File: src/rtl/mem_stage_hs.sv
// mem_stage_hs: MEM stage with a req/ack data-bus front end and the MEM/WB register.
// Ports: EX/MEM inputs ex_*; the data bus dbus_*; the MEM/WB outputs wb_*; and the status
//   pulses misalign_o and bus_err_o. mem_ready_o backpressures EX while a transfer is outstanding.
// Latency: 1 cycle for non-memory ops and rejected accesses; at least 2 cycles for loads/stores.
// Optional MEM_TIMEOUT_EN: bus-ack watchdog that aborts after TIMEOUT_CYC BUS cycles.
module mem_stage_hs #(
  parameter int ADDR_W      = 32,
  parameter int WB_EN_W     = 2,
  parameter int TIMEOUT_CYC = 255
) (
  input  logic               clk_i,
  input  logic               rst_n,
  input  logic               ex_valid_i,
  output logic               mem_ready_o,
  input  logic               flush_i,
  input  logic [31:0]        ex_alu_i,
  input  logic [31:0]        ex_rs2_i,
  input  logic [4:0]         ex_rd_addr_i,
  input  logic [31:0]        ex_pc_four_i,
  input  logic               ex_rd_wren_i,
  input  logic [WB_EN_W-1:0] ex_wb_en_i,
  input  logic               ex_mem_rd_i,
  input  logic               ex_mem_wr_i,
  input  logic [2:0]         ex_mem_op_i,
  output logic               dbus_req_o,
  output logic               dbus_we_o,
  output logic [ADDR_W-1:0]  dbus_addr_o,
  output logic [3:0]         dbus_be_o,
  output logic [31:0]        dbus_wdata_o,
  input  logic               dbus_ack_i,
  input  logic [31:0]        dbus_rdata_i,
  output logic               misalign_o,
  output logic               bus_err_o,
  output logic               wb_valid_o,
  output logic [31:0]        wb_alu_o,
  output logic [31:0]        wb_ld_o,
  output logic [31:0]        wb_pc_four_o,
  output logic [4:0]         wb_rd_addr_o,
  output logic               wb_rd_wren_o,
  output logic [WB_EN_W-1:0] wb_wb_en_o
);

  typedef enum logic {S_IDLE = 1'b0, S_BUS = 1'b1} state_e;

  state_e state_q, state_d;

  // Instruction held while its bus transfer is outstanding.
  logic [31:0]        hold_alu_q, hold_alu_d, hold_pc4_q, hold_pc4_d;
  logic [4:0]         hold_rd_q, hold_rd_d;
  logic               hold_wren_q, hold_wren_d, hold_ld_q, hold_ld_d, hold_kill_q, hold_kill_d;
  logic [2:0]         hold_op_q, hold_op_d;
  logic [WB_EN_W-1:0] hold_wben_q, hold_wben_d;

  logic               dbus_req_q, dbus_req_d, dbus_we_q, dbus_we_d;
  logic [ADDR_W-1:0]  dbus_addr_q, dbus_addr_d;
  logic [3:0]         dbus_be_q, dbus_be_d;
  logic [31:0]        dbus_wdata_q, dbus_wdata_d;

  logic               wb_valid_q, wb_valid_d, wb_rd_wren_q, wb_rd_wren_d;
  logic [31:0]        wb_alu_q, wb_alu_d, wb_ld_q, wb_ld_d, wb_pc4_q, wb_pc4_d;
  logic [4:0]         wb_rd_q, wb_rd_d;
  logic [WB_EN_W-1:0] wb_wben_q, wb_wben_d;
  logic               misalign_q, misalign_d, bus_err_q, bus_err_d;

`ifdef MEM_TIMEOUT_EN
  localparam int CNT_W = (TIMEOUT_CYC > 255) ? $clog2(TIMEOUT_CYC + 1) : 8;
  logic [CNT_W-1:0]   cnt_q, cnt_d;
`endif

  // Access decode for the incoming instruction. op[1:0]: 00 byte, 01 half, else word
  // (undefined codes fall into word).
  logic        ex_mis;
  logic [3:0]  ex_be;
  logic [31:0] ex_wdata;
  always_comb begin
    ex_mis   = 1'b0;
    ex_be    = 4'b1111;
    ex_wdata = ex_rs2_i;
    case (ex_mem_op_i[1:0])
      2'b00: begin
        ex_be    = 4'b0001 << ex_alu_i[1:0];
        ex_wdata = {4{ex_rs2_i[7:0]}};
      end
      2'b01: begin
        ex_mis   = ex_alu_i[0];
        ex_be    = ex_alu_i[1] ? 4'b1100 : 4'b0011;
        ex_wdata = {2{ex_rs2_i[15:0]}};
      end
      default: ex_mis = (ex_alu_i[1:0] != 2'b00);
    endcase
  end

  // Load lane select and extension for the held access.
  logic [31:0] ld_shift, ld_fmt;
  always_comb begin
    ld_shift = dbus_rdata_i >> {hold_alu_q[1:0], 3'b000};
    case (hold_op_q)
      3'b000:  ld_fmt = {{24{ld_shift[7]}}, ld_shift[7:0]};
      3'b100:  ld_fmt = {24'h0, ld_shift[7:0]};
      3'b001:  ld_fmt = {{16{ld_shift[15]}}, ld_shift[15:0]};
      3'b101:  ld_fmt = {16'h0, ld_shift[15:0]};
      default: ld_fmt = ld_shift;
    endcase
  end

  always_comb begin
    state_d      = state_q;
    hold_alu_d   = hold_alu_q;
    hold_pc4_d   = hold_pc4_q;
    hold_rd_d    = hold_rd_q;
    hold_wren_d  = hold_wren_q;
    hold_ld_d    = hold_ld_q;
    hold_kill_d  = hold_kill_q;
    hold_op_d    = hold_op_q;
    hold_wben_d  = hold_wben_q;
    dbus_req_d   = dbus_req_q;
    dbus_we_d    = dbus_we_q;
    dbus_addr_d  = dbus_addr_q;
    dbus_be_d    = dbus_be_q;
    dbus_wdata_d = dbus_wdata_q;
    // WB defaults to a bubble every cycle.
    wb_valid_d   = 1'b0;
    wb_alu_d     = '0;
    wb_ld_d      = '0;
    wb_pc4_d     = '0;
    wb_rd_d      = '0;
    wb_rd_wren_d = 1'b0;
    wb_wben_d    = '0;
    misalign_d   = 1'b0;
    bus_err_d    = 1'b0;
`ifdef MEM_TIMEOUT_EN
    cnt_d        = cnt_q;
`endif
    case (state_q)
      S_IDLE: begin
        dbus_req_d = 1'b0;
        if (ex_valid_i && !flush_i) begin
          if (ex_mem_rd_i || ex_mem_wr_i) begin
            if (ex_mis) begin
              // Rejected access retires without a register write.
              misalign_d = 1'b1;
              wb_valid_d = 1'b1;
              wb_alu_d   = ex_alu_i;
              wb_pc4_d   = ex_pc_four_i;
              wb_rd_d    = ex_rd_addr_i;
              wb_wben_d  = ex_wb_en_i;
            end else begin
              state_d      = S_BUS;
              hold_alu_d   = ex_alu_i;
              hold_pc4_d   = ex_pc_four_i;
              hold_rd_d    = ex_rd_addr_i;
              hold_wren_d  = ex_rd_wren_i;
              hold_ld_d    = ex_mem_rd_i && !ex_mem_wr_i;
              hold_kill_d  = 1'b0;
              hold_op_d    = ex_mem_op_i;
              hold_wben_d  = ex_wb_en_i;
              dbus_req_d   = 1'b1;
              dbus_we_d    = ex_mem_wr_i;
              dbus_addr_d  = {ex_alu_i[ADDR_W-1:2], 2'b00};
              dbus_be_d    = ex_be;
              dbus_wdata_d = ex_wdata;
`ifdef MEM_TIMEOUT_EN
              cnt_d        = '0;
`endif
            end
          end else begin
            wb_valid_d   = 1'b1;
            wb_alu_d     = ex_alu_i;
            wb_pc4_d     = ex_pc_four_i;
            wb_rd_d      = ex_rd_addr_i;
            wb_rd_wren_d = ex_rd_wren_i;
            wb_wben_d    = ex_wb_en_i;
          end
        end
      end
      S_BUS: begin
        // A flush cannot tear the transfer; it only suppresses the write-back.
        hold_kill_d = hold_kill_q | flush_i;
        if (dbus_ack_i) begin
          state_d      = S_IDLE;
          dbus_req_d   = 1'b0;
          wb_valid_d   = !hold_kill_d;
          wb_alu_d     = hold_alu_q;
          wb_ld_d      = hold_ld_q ? ld_fmt : 32'h0;
          wb_pc4_d     = hold_pc4_q;
          wb_rd_d      = hold_rd_q;
          wb_rd_wren_d = hold_wren_q && hold_ld_q && !hold_kill_d;
          wb_wben_d    = hold_wben_q;
        end
`ifdef MEM_TIMEOUT_EN
        else if (cnt_q == CNT_W'(TIMEOUT_CYC - 1)) begin
          state_d    = S_IDLE;
          dbus_req_d = 1'b0;
          bus_err_d  = 1'b1;
          wb_valid_d = 1'b1;
          wb_alu_d   = hold_alu_q;
          wb_pc4_d   = hold_pc4_q;
          wb_rd_d    = hold_rd_q;
          wb_wben_d  = hold_wben_q;
        end else begin
          cnt_d = cnt_q + 1'b1;
        end
`endif
      end
      default: state_d = S_IDLE;
    endcase
  end

  always_ff @(posedge clk_i) begin
    if (!rst_n) begin
      state_q      <= S_IDLE;
      hold_alu_q   <= '0;
      hold_pc4_q   <= '0;
      hold_rd_q    <= '0;
      hold_wren_q  <= 1'b0;
      hold_ld_q    <= 1'b0;
      hold_kill_q  <= 1'b0;
      hold_op_q    <= '0;
      hold_wben_q  <= '0;
      dbus_req_q   <= 1'b0;
      dbus_we_q    <= 1'b0;
      dbus_addr_q  <= '0;
      dbus_be_q    <= '0;
      dbus_wdata_q <= '0;
      wb_valid_q   <= 1'b0;
      wb_alu_q     <= '0;
      wb_ld_q      <= '0;
      wb_pc4_q     <= '0;
      wb_rd_q      <= '0;
      wb_rd_wren_q <= 1'b0;
      wb_wben_q    <= '0;
      misalign_q   <= 1'b0;
      bus_err_q    <= 1'b0;
`ifdef MEM_TIMEOUT_EN
      cnt_q        <= '0;
`endif
    end else begin
      state_q      <= state_d;
      hold_alu_q   <= hold_alu_d;
      hold_pc4_q   <= hold_pc4_d;
      hold_rd_q    <= hold_rd_d;
      hold_wren_q  <= hold_wren_d;
      hold_ld_q    <= hold_ld_d;
      hold_kill_q  <= hold_kill_d;
      hold_op_q    <= hold_op_d;
      hold_wben_q  <= hold_wben_d;
      dbus_req_q   <= dbus_req_d;
      dbus_we_q    <= dbus_we_d;
      dbus_addr_q  <= dbus_addr_d;
      dbus_be_q    <= dbus_be_d;
      dbus_wdata_q <= dbus_wdata_d;
      wb_valid_q   <= wb_valid_d;
      wb_alu_q     <= wb_alu_d;
      wb_ld_q      <= wb_ld_d;
      wb_pc4_q     <= wb_pc4_d;
      wb_rd_q      <= wb_rd_d;
      wb_rd_wren_q <= wb_rd_wren_d;
      wb_wben_q    <= wb_wben_d;
      misalign_q   <= misalign_d;
      bus_err_q    <= bus_err_d;
`ifdef MEM_TIMEOUT_EN
      cnt_q        <= cnt_d;
`endif
    end
  end

  assign mem_ready_o  = (state_q == S_IDLE);
  assign dbus_req_o   = dbus_req_q;
  assign dbus_we_o    = dbus_we_q;
  assign dbus_addr_o  = dbus_addr_q;
  assign dbus_be_o    = dbus_be_q;
  assign dbus_wdata_o = dbus_wdata_q;
  assign misalign_o   = misalign_q;
  assign bus_err_o    = bus_err_q;
  assign wb_valid_o   = wb_valid_q;
  assign wb_alu_o     = wb_alu_q;
  assign wb_ld_o      = wb_ld_q;
  assign wb_pc_four_o = wb_pc4_q;
  assign wb_rd_addr_o = wb_rd_q;
  assign wb_rd_wren_o = wb_rd_wren_q;
  assign wb_wb_en_o   = wb_wben_q;

endmodule

File: config.mk
export PLATFORM = sky130hd
export DESIGN_NAME = mem_stage_hs
export DESIGN_NICKNAME = d
export VERILOG_FILES = /design/src/rtl/mem_stage_hs.sv
export SDC_FILE = /design/constraint.sdc
export NUM_CORES = 1
export LEC_CHECK = 0
export ABC_CLOCK_PERIOD_IN_PS = 5300
export CELL_PAD_IN_SITES_DETAIL_PLACEMENT = 0
export CELL_PAD_IN_SITES_GLOBAL_PLACEMENT = 1
export CORE_MARGIN = 10
export CORE_UTILIZATION = 46
export DETAILED_ROUTE_END_ITERATION = 12
export DONT_BUFFER_PORTS = 1
export GPL_TIMING_DRIVEN = 0
export HOLD_SLACK_MARGIN = 0.06
export PLACE_DENSITY = 0.75
export SETUP_SLACK_MARGIN = 0.4
export SYNTH_ARGS = -nofsm -noshare
export SYNTH_HDL_FRONTEND = slang
export SYNTH_SLANG_ARGS = --single-unit
File: constraint.sdc
create_clock -name clk_i -period 5.3 [get_ports clk_i]
set_clock_uncertainty 0.15 [all_clocks]
set_input_delay 0.265 -clock clk_i [delete_from_list [all_inputs] [get_ports clk_i]]
set_output_delay 0.265 -clock clk_i [all_outputs]
set_load 0.01 [all_outputs]
==> impl_metrics.py <==
metrics = {
    "worst_setup_path": {
        "critPathKind": "register to register",
        "arrival_ps": 2980,
        "worstPathRequired_ps": 5600,
        "cp_max_fo": 10,
        "critPathCaptureType": "register",
        "cp-start-kind": "register",
    },
    "min_path": {
        "hold_class": "input pin to register",
    },
    "logic_synthesis": {
        "yosysWarnings": 0,
        "synth_cell_type_count": 41,
        "synth_top_flop_cell": "dfxtp_1",
        "synth_largest_area_cell": "dfxtp_1",
        "synthArstFlopShare": 0,
        "synth_edf_count": 0,
        "synth_seq_area_share": 0.509,
        "syn_area_per_cell_sq_um": 9.91,
        "synth_top_area_frac": 0.509,
        "syn-cell-area_sq_mm": 0.00874,
        "synth-seq-cells": 222,
        "synth.most_common_cell": "dfxtp_1",
        "ys_top_cells_by_area": "dfxtp_1 51%, mux2i_1 15%, nand2_1 7.9%",
        "ys_top_cells_by_count": "222 x dfxtp_1, 183 x nand2_1, 127 x mux2i_1",
        "synth_cells": 882,
    },
    "sta": {
        "rsz0062_at_grt": "no",
        "fin_crit_sh": 0.505,
        "layout_min_cycle_time_ps": 2680,
        "final-setup-viol-count": 0,
        "final_hold_viol_count": 0,
        "maxSlewHeadroom": 0.346,
        "fin_setup_tns_ps": 0,
        "worst_pin_slew_ps": 976,
        "fmax_mhz": 373,
        "maxSlewViolCount": 0,
    },
    "cts": {
        "clock-root-buffer": "clkbuf_16",
        "htreeDepth": 1,
        "clkSlewWorstSetupHoldPaths_ps": 60,
        "cts.sinks": 222,
        "clk_latency_ps": 510,
        "cts_tree": "done",
        "ctsHoldBuffers": 157,
        "post-cts-setup-buffers": 0,
        "cts_buffer_depth": 3,
        "numCtsBuffers": 24,
        "cts_resized": 0,
    },
    "final_layout": {
        "nFillCells": 1587,
        "seq_area_sq_mm": 0.00444,
        "final_util": 0.611,
        "final_nets": 1213,
        "stdcell_count": 1321,
        "syn2layout_area_growth_pct": 30.8,
        "layout-drive-gt1-share": 0.120,
        "final_area_sq_mm": 0.0114,
        "multi_input_area_sq_mm": 0.00363,
    },
    "route": {
        "viasPerCell": 5.56,
        "wl_per_cell_um": 22.3,
        "postRouteAntennaNets": 0,
        "vias": 7346,
        "drtIter0Drc": 421,
        "wl_mm": 29.4,
        "first_pass_iters": 5,
        "drc_errors": 0,
    },
    "global_route": {
        "grt_pass1_wl_mm": 44.8,
        "grt_pass1_vias": 7545,
        "antenna_found_initial": 2,
        "track_usage": 0.225,
        "grt_max_degree": 14,
        "gr-total-overflow": 0,
    },
    "die": {
        "die-area_sq_mm": 0.0249,
        "core_area_sq_mm": 0.0187,
        "die_y_um": 158,
        "rows": 50,
        "io_pins": 324,
        "die_w_um": 158,
        "start_util": 0.467,
    },
    "placement": {
        "portBuffers": 0,
        "place.gp.congestion": 0.809,
        "hpwlAfterDp_mm": 20.1,
        "place_inst": 1118,
        "dpl_cell_area_sq_mm": 0.00904,
    },
    "pwr": {
        "ir_worst_vdd_mv": 0.243,
        "p_total_mw": 3.84,
        "power_leakage_nw": 4.74,
        "p_per_area_mw_per_mm2": 336,
    },
    "status": {
        "status": "finished clean",
    },
    "flow_run": {
        "cap_violations": 0,
    },
}
==> kinds of logic after synthesis <==
kind of cell | Yosys count | synth area share
buffers and inverters | 120 | 0.0770
flip-flops | 222 | 0.509
multiplexers | 144 | 0.169
AND/OR/NAND/NOR | 231 | 0.112
other | 1 | 0.000429
AO/OA/AOI/OAI | 164 | 0.133
==> metrics by stage <==
| stage | worst slack (ps) | hold slack, ps |
|---|---|---|
| global placement | 2950 | 262 |
| floorplan | 3570 | 257 |
| global route | 2520 | 131 |
| CTS | 2690 | 84.5 |
| finish | 2620 | 101 |
| detailed placement | 2980 | 268 |
==> per-layer routing <==
metal | track usage | share of wire
met1 | 0.279 | 0.41
met2 | 0.370 | 0.47
met3 | 0.0670 | 0.092
met4 | 0.0601 | 0.025
met5 | 0 | 0
==> layout by cell type, fill, tap and decap left out, drive strengths merged, types with 2 or more instances in the layout <==
cell type | netlist | routed
o21ai | 4 | 4
o211ai | 9 | 9
dlygate4sd3 | 0 | 157
a221oi | 7 | 7
a41oi | 18 | 18
clkbuf | 41 | 78
diode | 0 | 2
clkinv | 0 | 5
nand2 | 183 | 183
nand4 | 3 | 3
a21oi | 7 | 7
dfxtp | 222 | 222
nor3 | 8 | 8
nor2 | 12 | 12
nand3b | 3 | 3
conb | 1 | 3
inv | 13 | 13
nand2b | 11 | 11
nor2b | 2 | 2
o32ai | 8 | 8
o21a | 2 | 2
mux2i | 127 | 127
o22ai | 80 | 80
bufinv | 0 | 2
or2 | 2 | 2
buf | 66 | 66
a211oi | 26 | 26
mux2 | 16 | 16
and2 | 2 | 2
==> final cells by class <==
cell class,count,share of cell area
clock buffer,37,0.0639
multi-input combinational,542,0.318
clock inverter,7,0.00744
sequential,222,0.389
inverter,13,0.00427
tap,234,0.0256
timing repair buffer,157,0.137
buffer,107,0.0546
antenna,2,0.000438
==> flip-flops by register name (all words and copies together) (netlist names), 2 cells and up <==
| signal | flops |
|---|---|
| hold_wben_q | 2 |
| wb_alu_o | 32 |
| hold_pc4_q | 32 |
| hold_rd_q | 5 |
| wb_ld_o | 32 |
| hold_alu_q | 32 |
| wb_pc_four_o | 32 |
| dbus_be_o | 4 |
| hold_op_q | 3 |
| dbus_wdata_o | 32 |
| wb_wb_en_o | 2 |
| wb_rd_addr_o | 5 |
==> critical path, stage by stage (launching register included) <==
cell,delay (ps)
dfxtp_1,330
buf_2,260
buf_2,350
mux2i_1,120
dlygate4sd3_1,580
a211oi_1,260
dlygate4sd3_1,580
==> report_power, final <==
group	total [mW]	leakage (nW)	switching (mW)	internal [mW]
combinational	0.374	2.53	0.196	0.178
sequential	1.75	1.80	0.0385	1.71
clock	1.72	0.406	0.674	1.04
==> worst paths after layout <==
path / cells past startpoint / slack (ps) / from / endpoint
worst max-delay path: 6 / 2620 / hold_alu_q[1] / wb_ld_o[3]
worst min register to register: 2 / 320 / hold_wren_q / hold_wren_q
worst min-delay path: 3 / 100 / dbus_rdata_i[15] / wb_ld_o[17]
worst max register to register: 6 / 2620 / hold_alu_q[1] / wb_ld_o[3]
(Power assumes the default switching activity.)
